<file path="config.mk">
export PLATFORM = sky130hd
export DESIGN_NAME = edge_frame_decoder
export DESIGN_NICKNAME = d
export VERILOG_FILES = /design/src/rtl/edge_frame_decoder.sv
export SDC_FILE = /design/constraint.sdc
export NUM_CORES = 1
export LEC_CHECK = 0
export ABC_AREA = 0
export BUFFER_PORTS_ARGS = -buffer_cell sky130_fd_sc_hd__buf_2
export CAP_MARGIN = 20
export CORE_UTILIZATION = 30
export CTS_BUF_LIST = sky130_fd_sc_hd__clkbuf_4
export CTS_CLUSTER_SIZE = 40
export DETAILED_ROUTE_END_ITERATION = 16
export PLACE_DENSITY_LB_ADDON = 0.05
export RECOVER_POWER = 50
export SYNTH_ARGS = -nofsm -noshare
export SYNTH_HDL_FRONTEND = slang
export SYNTH_SLANG_ARGS = --single-unit
</file>
<file path="constraint.sdc">
create_clock -name CLK_IN -period 2.94 [get_ports CLK_IN]
set_input_delay 0.588 -clock CLK_IN [delete_from_list [all_inputs] [get_ports CLK_IN]]
set_output_delay 0.588 -clock CLK_IN [all_outputs]
set_load 0.02 [all_outputs]
</file>
<file path="src/rtl/edge_frame_decoder.sv">
// Rising-edge serial frame decoder: sync preamble, duration-compared metadata bits,
// then a metadata-sized scan phase that alternates coil polarity on every edge.
module edge_frame_decoder #(
    parameter int CLK_PER_MS     = 10000,
    parameter int TIMEOUT_MS     = 1000,
    parameter int PREAMBLE_EDGES = 3,
    parameter int META_BITS      = 4,
    parameter int CNT_W          = 12
) (
    input  logic                 CLK_IN,
    input  logic                 rst,
    input  logic                 DATA_IN,
    output logic [META_BITS-1:0] meta_out,
    output logic                 meta_valid,
    output logic                 scan_active,
    output logic                 coil_pos,
    output logic                 coil_neg,
    output logic                 timeout_err,
    output logic [3:0]           state_out
);

    localparam int TICK_W = $clog2(CLK_PER_MS + 1);
    localparam int MS_W   = $clog2(TIMEOUT_MS + 1);
    localparam int EC_W   = $clog2(PREAMBLE_EDGES + 1);
    localparam int BI_W   = (META_BITS > 1) ? $clog2(META_BITS) : 1;
    localparam int SR_W   = META_BITS + 2;
    localparam logic signed [CNT_W-1:0] ACC_MAX = {1'b0, {(CNT_W-1){1'b1}}};
    localparam logic signed [CNT_W-1:0] ACC_MIN = {1'b1, {(CNT_W-1){1'b0}}};

    typedef enum logic [3:0] {
        IDLE      = 4'd0,
        PREAMBLE  = 4'd1,
        DATA_WAIT = 4'd3,
        ADD       = 4'd4,
        SUB       = 4'd5,
        END_BIT   = 4'd6,
        WAIT_SCAN = 4'd7,
        SEND_POS  = 4'd8,
        SEND_NEG  = 4'd9
    } state_t;

    state_t                  state_reg, state_next;
    logic [2:0]              sync_reg;
    logic [TICK_W-1:0]       tick_cnt_reg;
    logic [MS_W-1:0]         ms_cnt_reg, ms_cnt_next;
    logic [EC_W-1:0]         edge_cnt_reg, edge_cnt_next;
    logic [BI_W-1:0]         bit_idx_reg, bit_idx_next;
    logic [META_BITS-1:0]    shreg_reg, shreg_next, word_next;
    logic signed [CNT_W-1:0] acc_reg, acc_next;
    logic [SR_W-1:0]         scan_rem_reg, scan_rem_next, scan_rem_dec;
    logic [META_BITS-1:0]    meta_out_reg, meta_out_next;
    logic                    meta_valid_reg, meta_valid_next;
    logic                    timeout_reg, timeout_next;
    logic                    scan_active_reg, coil_pos_reg, coil_neg_reg;
    logic                    edge_det, tick, bit_val, timeout_hit;

    assign edge_det     = sync_reg[1] & ~sync_reg[2];
    assign tick         = (tick_cnt_reg == TICK_W'(CLK_PER_MS - 1));
    assign bit_val      = !acc_reg[CNT_W-1] && (acc_reg != '0);
    assign scan_rem_dec = scan_rem_reg - SR_W'(1);
    assign timeout_hit  = (state_reg != IDLE) && (ms_cnt_reg == MS_W'(TIMEOUT_MS)) && !edge_det;

    // Current shift register with the bit being closed out dropped into its slot.
    generate
        for (genvar gi = 0; gi < META_BITS; gi++) begin : g_word
            assign word_next[gi] = (bit_idx_reg == BI_W'(gi)) ? bit_val : shreg_reg[gi];
        end
    endgenerate

    always_comb begin
        state_next      = state_reg;
        edge_cnt_next   = edge_cnt_reg;
        bit_idx_next    = bit_idx_reg;
        shreg_next      = shreg_reg;
        acc_next        = acc_reg;
        scan_rem_next   = scan_rem_reg;
        meta_out_next   = meta_out_reg;
        meta_valid_next = 1'b0;
        timeout_next    = 1'b0;
        ms_cnt_next     = ms_cnt_reg;

        case (state_reg)
            IDLE: begin
                if (edge_det) begin
                    state_next    = PREAMBLE;
                    edge_cnt_next = EC_W'(1);
                end
            end
            PREAMBLE: begin
                if (edge_det) begin
                    edge_cnt_next = edge_cnt_reg + EC_W'(1);
                    if (edge_cnt_reg + EC_W'(1) == EC_W'(PREAMBLE_EDGES))
                        state_next = DATA_WAIT;
                end
            end
            DATA_WAIT: begin
                bit_idx_next = '0;
                shreg_next   = '0;
                if (edge_det) begin
                    state_next = ADD;
                    acc_next   = '0;
                end
            end
            ADD: begin
                if (acc_reg != ACC_MAX)
                    acc_next = acc_reg + CNT_W'(1);
                if (edge_det)
                    state_next = SUB;
            end
            SUB: begin
                if (acc_reg != ACC_MIN)
                    acc_next = acc_reg - CNT_W'(1);
                if (edge_det)
                    state_next = END_BIT;
            end
            END_BIT: begin
                shreg_next = word_next;
                if (bit_idx_reg == BI_W'(META_BITS - 1)) begin
                    meta_out_next   = word_next;
                    meta_valid_next = 1'b1;
                    scan_rem_next   = (SR_W'(word_next) + SR_W'(1)) << 1;
                    state_next      = WAIT_SCAN;
                end else begin
                    bit_idx_next = bit_idx_reg + BI_W'(1);
                    // An edge here already belongs to the next bit's high phase.
                    if (edge_det) begin
                        state_next = SUB;
                        acc_next   = CNT_W'(1);
                    end else begin
                        state_next = ADD;
                        acc_next   = '0;
                    end
                end
            end
            WAIT_SCAN: begin
                if (edge_det)
                    state_next = SEND_POS;
            end
            SEND_POS, SEND_NEG: begin
                if (edge_det) begin
                    scan_rem_next = scan_rem_dec;
                    if (scan_rem_dec == '0)
                        state_next = IDLE;
                    else
                        state_next = (state_reg == SEND_POS) ? SEND_NEG : SEND_POS;
                end
            end
            default: state_next = IDLE;
        endcase

        if (timeout_hit) begin
            state_next   = IDLE;
            timeout_next = 1'b1;
        end

        if (edge_det || (state_next != state_reg))
            ms_cnt_next = '0;
        else if (tick && (ms_cnt_reg != MS_W'(TIMEOUT_MS)))
            ms_cnt_next = ms_cnt_reg + MS_W'(1);
    end

    always_ff @(posedge CLK_IN) begin
        if (rst) begin
            state_reg       <= IDLE;
            sync_reg        <= '0;
            tick_cnt_reg    <= '0;
            ms_cnt_reg      <= '0;
            edge_cnt_reg    <= '0;
            bit_idx_reg     <= '0;
            shreg_reg       <= '0;
            acc_reg         <= '0;
            scan_rem_reg    <= '0;
            meta_out_reg    <= '0;
            meta_valid_reg  <= 1'b0;
            timeout_reg     <= 1'b0;
            scan_active_reg <= 1'b0;
            coil_pos_reg    <= 1'b0;
            coil_neg_reg    <= 1'b0;
        end else begin
            state_reg       <= state_next;
            sync_reg        <= {sync_reg[1:0], DATA_IN};
            tick_cnt_reg    <= tick ? '0 : tick_cnt_reg + TICK_W'(1);
            ms_cnt_reg      <= ms_cnt_next;
            edge_cnt_reg    <= edge_cnt_next;
            bit_idx_reg     <= bit_idx_next;
            shreg_reg       <= shreg_next;
            acc_reg         <= acc_next;
            scan_rem_reg    <= scan_rem_next;
            meta_out_reg    <= meta_out_next;
            meta_valid_reg  <= meta_valid_next;
            timeout_reg     <= timeout_next;
            scan_active_reg <= (state_next == WAIT_SCAN) || (state_next == SEND_POS) ||
                               (state_next == SEND_NEG);
            coil_pos_reg    <= (state_next == SEND_POS);
            coil_neg_reg    <= (state_next == SEND_NEG);
        end
    end

    assign meta_out    = meta_out_reg;
    assign meta_valid  = meta_valid_reg;
    assign scan_active = scan_active_reg;
    assign coil_pos    = coil_pos_reg;
    assign coil_neg    = coil_neg_reg;
    assign timeout_err = timeout_reg;
    assign state_out   = state_reg;

endmodule

</file>
## Word-level counts from Yosys, hierarchy flattened

Cells that the tools add are included.
W data, S select, Z words.

| word-level totals | value |
|---|---|
| flip-flop bits (word level) | 66 |
| bits in latches | 0 |
| RAM bits | 0 |
| ROM bits | 0 |
| input port bits | 3 |
| output and inout port bits | 13 |
| logic and storage cells | 117 |
| memories | 0 |

| cells by class | value |
|---|---|
| add/subtract/negate cells | 8 |
| $mul | 0 |
| divide/modulo/power cells | 0 |
| $lt $le $gt $ge | 0 |
| eq/ne operators | 29 |
| shifts and indexed selects | 0 |
| mux-type cells | 35 |
| bitwise logic cells | 3 |
| reduce and logical (&&, ||, !) cells | 27 |

Operators by type and width:

| cell | count |
|---|---|
| $mux W12 | 4 |
| $pmux W12 S4 | 1 |
| $mux W4 | 10 |
| $pmux W4 S8 | 1 |
| $ne A12 B12 Y1 const B | 2 |
| $eq A4 B3 Y1 const B | 5 |
| $eq A4 B4 Y1 const B | 4 |
| $ne A2 B2 Y1 const B | 8 |
| $add A14 B1 Y14 const B | 1 |
| $eq A14 B14 Y1 const B | 1 |
| $add A12 B2 Y12 const B | 1 |
| $mux W6 | 2 |
| $pmux W6 S2 | 1 |
| $reduce_bool A12 Y1 | 1 |
| $sub A12 B2 Y12 const B | 1 |
| $add A10 B1 Y10 const B | 1 |
| $eq A10 B10 Y1 const B | 1 |
| $ne A10 B10 Y1 const B | 1 |
| $mux W1 | 9 |
| $mux W2 | 4 |
| $pmux W2 S2 | 2 |
| $pmux W4 S2 | 1 |
| $reduce_bool A4 Y1 | 2 |
| $reduce_or A2 Y1 | 4 |
| 20 further kinds | 34 |

## Depth between registers and ports, before layout

Gate-level depths: netlist (run 1).

| depth | value |
|---|---|
| depth after elaboration | 9 |
| depth in mapped cells | 10 |

## Worst setup path after synthesis (run 1)

Ideal clock, no wire load.

| path | value |
|---|---|
| path kind | reg-to-reg |
| start | register state_reg[0], in the netlist state_out[0] |
| end | register acc_reg[10] |
| data arrival time | 2.560 ns |
| required time | 2.823 ns |
| setup slack | 0.263 ns |
| cell stages (with the launch flop) | 11 |
| clock period less this slack | 2.677 ns |
| path through | dfxtp_1 -> buf_2 -> nand4bb_1 -> inv_1 -> ha_1 -> a2111oi_0 -> o21ai_0 -> a31o_2 -> a21oi_1 -> xnor2_1 -> a32o_1 |

| on the way | value |
|---|---|
| longest elaborated chain between the ends | 3 |
| elaborated cells between the ends (all ways) | 11 |
| those cells by class | eq/ne: 8; mux: 1; reduce/logical: 2 |

Ends and longest elaborated chain:

| what | line | RTL |
|---|---|---|
| start: declaration | 42 | `state_t state_reg, state_next;` |
| start signal: assignment | 180 | `state_reg <= state_next;` |
| $eq A4 B3 Y1 or $eq A4 B2 Y1 (tied branches) | 82 | `case (state_reg)` |
| $reduce_bool A4 Y1 (no source line) or $ne A2 B2 Y1 (tied branches) | - |  |
| $reduce_and A5 Y1 (no source line) | - |  |
| end signal: assignment | 187 | `acc_reg <= acc_next;` |
| end: declaration | 49 | `logic signed [CNT_W-1:0] acc_reg, acc_next;` |

Parallel ways exist; a longest one is shown, timed or not.
A chain may end at the register's enable or synchronous reset.

## Worst setup path after layout (run 1)

| path | value |
|---|---|
| start | register state_reg[3], in the netlist state_out[3] |
| end | register acc_reg[7] |

The elaborated chain is that of the path after synthesis.

==> out/qor.log, run 1 <==
[timing] RSZ-0062 raised after global routing false
[global_routing] aggregate global routing overflow 0
[logic_synthesis] Ys Warns 0
[floorplan] IO Pins 16
[critical_path] register-to-register setup slack 0.29 ns
[placed_design] pre-CTS setup slack 0.231 ns
[critical_path] Max Fanout on Critical Path 5
[floorplan] area of the placeable core 12100 um2
[global_routing] first-pass GRT wire length 14.8 mm
[floorplan] standard-cell row count 40
[hold_path] type of the tightest min-delay check in -> reg
[finish] nets@finish 496
[finish] Layout Area Growth over Synthesis 11.7%
[finish] storage element area 1320 um2
[finish] Multi-input gate area 2310 um2
[timing] number of failing setup endpoints in the final timing report 0
[floorplan] full die area 13000 um2
[logic_synthesis] synthesized-area fraction occupied by adder cells 0.0750
[timing] maximum frequency from static timing analysis 378 MHz
[timing] Setup WS post-layout 0.291 ns
[detailed_routing] wire length per cell after detailed routing 13.7 um
[logic_synthesis] flop and latch count out of synthesis 66
[logic_synthesis] gate count of the mapped netlist 448
[critical_path] worst endpoint required time 3.22 ns
[timing] aggregate negative setup slack 0 ns
[critical_path] beginning of the worst register-to-register path state_out[3]$_SDFF_PP0_
[hold_path] startpoint of the worst hold path DATA_IN
[logic_synthesis] Synth Area in Compound Gates 0.179
[logic_synthesis] area of the mapped netlist 3770 um2
[flow_run] number of violations of the max-capacitance limit 0
[clock_network] insertion delay to the later sink of the worst-skew pair 0.44 ns
[critical_path] Reg-to-Reg End acc_reg[7]$_SDFFE_PP0P_
[timing] transition time of the tightest slew-check pin 1.22 ns
[finish] diode count 0
[logic_synthesis] share of synthesized area occupied by flip-flops and latches 0.350
[detailed_routing] remaining routing DRC violations 0
[timing] ratio of final minimum period to clock period 0.901
[logic_synthesis] proportion of register bits with asynchronous set or reset after synthesis 0
[clock_network] largest buffer count on any clock path 2
[placed_design] HPWL reported at the end of detailed placement 6.22 mm
[placed_design] total of buffers placed on input and output ports 15
[logic_synthesis] number of enable-type register cells in the synthesized netlist 0
[floorplan] DIE HEIGHT 114 um
[timing] Tmin final 2.65 ns
[finish] commonest cells after routing, fill and taps aside dfxtp_1, nor2_1, nand2_1, nor3_1, a21oi_1
[global_routing] vias in the first global route 3043
[finish] Layout fillers 1331
[logic_synthesis] Simple-Gate Fraction of Synth Area 0.261
[logic_synthesis] Synth Area per Inst 8.41 um2
[finish] max reg flops 14
[floorplan] width of the chip 114 um
[clock_network] clock-pin slew reported for the worst setup and hold paths after clock tree synthesis 0.11 ns
[pwr] power per cell area 393 nW/um2
[finish] share of final-layout standard cells stronger than drive strength 1 0.105
[hold_path] endpoint of the worst hold-timing path sync_reg[0]$_SDFF_PP0_
[clock_network] # H-tree levels 3
[clock_network] Root Buffer clkbuf_4
[critical_path] capturing element type of the critical path register
[timing] Max-slew headroom 0.184
[logic_synthesis] main combinational cell family by area after synthesis simple AND/OR/NAND/NOR gates
[logic_synthesis] library cells used by synthesis 66
[timing] Final Hold Fails 0
[pwr] maximum VDD drop 0.000242 V
[hold_path] Hold Path Stages 2
[detailed_routing] number of nets with antenna violations after routing 0
[run_status] status finished clean
[timing] Slew Viols, Final 0
[critical_path] critical path startpoint category register
[global_routing] pin count of the biggest net entering global routing 27
[logic_synthesis] syn nets 473
[detailed_routing] drt first-iter violations 126
[pwr] static power due to leakage 1.58 nW
[global_routing] number of antenna violations at the first check in global routing 0
[detailed_routing] length of the first detailed-routing pass in iterations 5
[logic_synthesis] XOR/XNOR Fraction of Synth Area 0.0767
[logic_synthesis] multiplexer fraction of the synthesized cell area 0.0196
[timing] worst clock skew on the final layout 0.0107 ns
[detailed_routing] routed via count divided by cell count 4.93
[finish] leading cell type in the layout, fill and taps excluded dfxtp_1
[floorplan] initial cell density of the core 0.311
[global_routing] all-layer global routing usage 0.147
[detailed_routing] via count 3178
[finish] fin util 0.348
[clock_network] clock net sink count 66
[placed_design] Cell Count Post-Placement 625
[finish] Final Non-Filler Cells 644
[placed_design] final estimated routing congestion in global placement 0.802
[logic_synthesis] flip-flop cell with the highest count after synthesis dfxtp_1
[clock_network] TritonCTS clock tree built
[clock_network] number of CTS-inserted buffers 9
[critical_path] category of the most critical setup path reg -> reg
[critical_path] number of cell instances on the worst register-to-register path 9
[detailed_routing] total wire length 8.82 mm
[critical_path] CP Data Arrival Time 2.93 ns
-- final cells by class --
type / count / area share
well taps: 168 / 0.0499
flip-flops and latches: 66 / 0.314
multi-input cells: 348 / 0.547
clock buffers: 10 / 0.0178
inverters: 18 / 0.0169
repair inverters: 1 / 0.00119
repair buffers: 27 / 0.0339
clock inverters: 6 / 0.0193
-- how the worst max path moves through the flow --
stage	start	end	depth (start not counted)
5_1_grt	state_out[3]$_SDFF_PP0_	acc_reg[7]$_SDFFE_PP0P_	9
4_1_cts	state_out[3]$_SDFF_PP0_	acc_reg[10]$_SDFFE_PP0P_	9
3_3_place_gp	state_out[3]$_SDFF_PP0_	acc_reg[10]$_SDFFE_PP0P_	9
6_report	state_out[3]$_SDFF_PP0_	acc_reg[7]$_SDFFE_PP0P_	9
3_5_place_dp	state_out[3]$_SDFF_PP0_	acc_reg[10]$_SDFFE_PP0P_	9
2_1_floorplan	state_out[0]$_SDFF_PP0_	acc_reg[10]$_SDFFE_PP0P_	10
-- cell usage after synthesis (all sizes together) (2+ instances only) --
master   number  area [um2]
nor2b        10        62.6
xnor2        20         175
ha           21         263
o211ai        3        36.3
mux2i         4        40.0
or2           5        31.3
buf           9        51.3
or3           5        32.5
nor4          6        37.5
clkbuf        7        26.3
nand3b        4        30.0
o21ai        18        90.1
a2111oi       3        26.3
xor2         13         114
nor2         61         234
nor3b         2        15.0
a221oi        2        17.5
a211oi        9        67.6
and3          5        31.3
dfxtp        66        1320
nor4bb        2        20.0
a22oi        11        87.6
and4          3        26.3
nor4b         2        17.5
a21o          6        45.0
inv          18        67.6
nand4         7        43.8
nand2b        3        18.8
nand3        15        75.1
mux2          3        33.8
nand2        28         105
nor3         24         125
a21oi        24         124
a31oi         4        25.0
and2          4        26.3
-- stage by stage --
stage / area, um2 / power (mW) / hold WS [ns]
CTS: 4210 / 1.70 / 0.309
floorplan: 3770 / 0.968 / 0.413
detailed placement: 4050 / 0.987 / 0.426
global placement: 4050 / 0.986 / 0.416
finish: 4210 / 1.65 / 0.360
global route: 4210 / 1.75 / 0.302
-- power breakdown --
part	leakage (nW)	internal (mW)	switching, mW
Sequential	0.533	0.900	0.00376
Clock	0.0854	0.349	0.342
Combinational	0.960	0.0183	0.0411
-- critical path: stages (launching register included) --
cell and delay, ns:
dfxtp_1 0.34, nand4bb_2 0.22, clkinvlp_2 0.26, ha_1 0.41, a21o_1 0.19, a21oi_1 0.28
a21oi_1 0.17, or3_1 0.37, a32oi_1 0.19, nor2_1 0.05
-- cells by family after synthesis --
group	Yosys count
AO/OA/AOI/OAI	95
XOR/XNOR	33
adder cells (fa/ha/maj)	22
buffers and inverters	34
flip-flops	66
multiplexers	7
AND/OR/NAND/NOR	191
-- layer usage --
metal,wire length [um],share of wire,GRT usage
met5,0,0,0
met4,93,0.011,0.0442
met3,295,0.033,0.0508
met2,3880,0.44,0.225
met1,4540,0.52,0.193
-- what timing repair did --
action	CTS	global route
buffers inserted	0	2
setup endpoints to repair	0	1
hold buffers	0	0
gates resized for setup	0	3
Note: power is estimated with default switching activity, not from simulation.
==> inputs of run 2 (changes only) <==
==> constraint.sdc (replaced) <==
create_clock -name CLK_IN -period 2.5 [get_ports CLK_IN]
set_input_delay 0.5 -clock CLK_IN [delete_from_list [all_inputs] [get_ports CLK_IN]]
set_output_delay 0.5 -clock CLK_IN [all_outputs]
set_load 0.01 [all_outputs]
==> run 2 against run 1 <==
Non-clock buffer count is 15 higher. Highest routed layer unchanged. Largest power group unchanged. Wire length increased by 3.2%. Critical path type unchanged. First-iteration DRC count up 17%.
==> out/qor.log, run 2 (same netlist as run 1, synthesis figures left out) <==
[timing] transition time of the tightest slew-check pin 0.651 ns [was 1.22 ns]
[clock_network] Root Buffer clkbuf_4 [unchanged]
[floorplan] DIE HEIGHT 114 um [unchanged]
[clock_network] clock net sink count 66 [unchanged]
[pwr] maximum VDD drop 0.000265 V [was 0.000242 V]
[floorplan] full die area 13000 um2 [unchanged]
[global_routing] all-layer global routing usage 0.151 [was 0.147]
[floorplan] width of the chip 114 um [unchanged]
[clock_network] number of CTS-inserted buffers 9 [unchanged]
[critical_path] cells along the critical path nand4bb_2, inv_4, ha_2, buf_4, and3_1, a221oi_2, o21ai_1, a211oi_2, mux2i_1, nand2_1 [was nand4bb_2, clkinvlp_2, ha_1, a21o_1, a21oi_1, a21oi_1, or3_1, a32oi_1, nor2_1]
[timing] ratio of final minimum period to clock period 0.937 [was 0.901]
[placed_design] HPWL reported at the end of detailed placement 6.64 mm [was 6.22 mm]
[pwr] overall power after layout 1.83 mW [was 1.65 mW]
[finish] Final Non-Filler Cells 657 [was 644]
[finish] nets@finish 510 [was 496]
[timing] Tmin final 2.34 ns [was 2.65 ns]
[clock_network] largest buffer count on any clock path 2 [unchanged]
[timing] number of failing setup endpoints in the final timing report 0 [unchanged]
[detailed_routing] total wire length 9.10 mm [was 8.82 mm]
[finish] diode count 0 [unchanged]
[finish] max reg flops 14 [unchanged]
[placed_design] placed inst area 4190 um2 [was 4050 um2]
[placed_design] total of buffers placed on input and output ports 15 [unchanged]
[flow_run] number of violations of the max-capacitance limit 0 [unchanged]
[pwr] power per cell area 416 nW/um2 [was 393 nW/um2]
[timing] Slew Viols, Final 0 [unchanged]
[detailed_routing] number of nets with antenna violations after routing 0 [unchanged]
[critical_path] cell with the biggest individual delay on the critical path ha_2 [was ha_1]
[critical_path] critical path startpoint category register [unchanged]
[finish] leading cell type in the layout, fill and taps excluded dfxtp_1 [unchanged]
[detailed_routing] via count 3227 [was 3178]
[detailed_routing] remaining routing DRC violations 0 [unchanged]
[global_routing] number of antenna violations at the first check in global routing 0 [unchanged]
[timing] maximum frequency from static timing analysis 427 MHz [was 378 MHz]
[placed_design] final estimated routing congestion in global placement 0.729 [was 0.802]
[timing] worst clock skew on the final layout 0.00393 ns [was 0.0107 ns]
[detailed_routing] wire length per cell after detailed routing 13.9 um [was 13.7 um]
[hold_path] type of the tightest min-delay check in -> reg [unchanged]
[floorplan] standard-cell row count 40 [unchanged]
[finish] post-route design area 4400 um2 [was 4210 um2]
[placed_design] Cell Count Post-Placement 641 [was 625]
[detailed_routing] routed via count divided by cell count 4.91 [was 4.93]
[global_routing] aggregate global routing overflow 0 [unchanged]
[critical_path] category of the most critical setup path reg -> reg [unchanged]
[global_routing] first-pass GRT wire length 15.6 mm [was 14.8 mm]
[hold_path] Hold Path Stages 2 [unchanged]
[critical_path] number of cell instances on the worst register-to-register path 10 [was 9]
[timing] Final Hold Fails 0 [unchanged]
[clock_network] # H-tree levels 3 [unchanged]
[clock_network] TritonCTS clock tree built [unchanged]
[detailed_routing] length of the first detailed-routing pass in iterations 4 [was 5]
[timing] Max-slew headroom 0.566 [was 0.184]
[floorplan] area of the placeable core 12100 um2 [unchanged]
[critical_path] capturing element type of the critical path register [unchanged]
[critical_path] CP Data Arrival Time 2.66 ns [was 2.93 ns]
[placed_design] pre-CTS setup slack -0.0699 ns [was 0.231 ns]
[timing] Setup WS post-layout 0.159 ns [was 0.291 ns]
[clock_network] insertion delay to the later sink of the worst-skew pair 0.41 ns [was 0.44 ns]
[finish] share of final-layout standard cells stronger than drive strength 1 0.157 [was 0.105]
[finish] Layout Area Growth over Synthesis 16.6% [was 11.7%]
[floorplan] initial cell density of the core 0.311 [unchanged]
[critical_path] max incr delay on CP 0.33 ns [was 0.41 ns]
[timing] RSZ-0062 raised after global routing true [was false]
[global_routing] vias in the first global route 3154 [was 3043]
[global_routing] pin count of the biggest net entering global routing 21 [was 27]
[critical_path] worst endpoint required time 2.82 ns [was 3.22 ns]
[detailed_routing] drt first-iter violations 147 [was 126]
[pwr] static power due to leakage 1.67 nW [was 1.58 nW]
[finish] commonest cells after routing, fill and taps aside dfxtp_1, nor2_1, nand2_1, nor3_1, buf_4 [was dfxtp_1, nor2_1, nand2_1, nor3_1, a21oi_1]
[clock_network] clock-pin slew reported for the worst setup and hold paths after clock tree synthesis 0.11 ns [about the same]
[run_status] status finished clean [unchanged]
[critical_path] Max Fanout on Critical Path 7 [was 5]
[timing] aggregate negative setup slack 0 ns [unchanged]
[floorplan] IO Pins 16 [unchanged]
## run 2: area by class of cell
type	count	area, um2
multi-input combinational	348	2390
timing repair buffer	42	282
clock inverter	6	58.8
clock buffer	9	67.6
tap	168	210
inverter	18	70.1
fill	1319	7710
sequential	66	1320
## run 2: what timing repair did
action                                 in CTS  in global routing
hold buffers                                0                  0
cloned                                      0                  0
gates resized for setup                     4                 16
setup endpoints to repair                   2                  4
pin swaps                                   0                  1
buffers inserted                            1                  0
endpoints found under the hold margin       0                  0
## run 2: power by group
| group | leakage, nW | switching [mW] | total, mW | internal, mW |
|---|---|---|---|---|
| clock network | 0.0652 | 0.398 | 0.690 | 0.292 |
| registers | 0.533 | 0.00441 | 1.06 | 1.06 |
| logic | 1.07 | 0.0486 | 0.0756 | 0.0269 |
## run 2: critical path, delay by kind of cell, from the launching register on
kind,cells,cell delay [ns]
compound gates,3,0.57
fa+ha+maj,1,0.33
buf+inv,2,0.31
flops,1,0.32
mux,1,0.20
simple gates,3,0.51
## run 2: path summary, 6_finish.rpt
check                              to  slack (ns)                     from
max          acc_reg[11]$_SDFFE_PP0P_        0.16  state_out[3]$_SDFF_PP0_
min            sync_reg[0]$_SDFF_PP0_        0.29                  DATA_IN
max reg2reg  acc_reg[11]$_SDFFE_PP0P_        0.16  state_out[3]$_SDFF_PP0_
min reg2reg    sync_reg[1]$_SDFF_PP0_        0.45   sync_reg[0]$_SDFF_PP0_
## run 2: metal layers
metal	vias to the layer above	wire length, um	GRT usage
met4	0	132	0.0485
li1	1682	-	-
met5	-	0	0
met2	40	4030	0.240
met1	1496	4670	0.202
met3	9	262	0.0355
## run 2: metrics by stage
| stage | hold slack, ns | utilization |
|---|---|---|
| after floorplan | 0.413 | - |
| after global placement | 0.417 | 0.346 |
| after detailed placement | 0.429 | 0.346 |
| after CTS | 0.253 | 0.358 |
| after global routing | 0.277 | 0.363 |
| final | 0.289 | 0.363 |
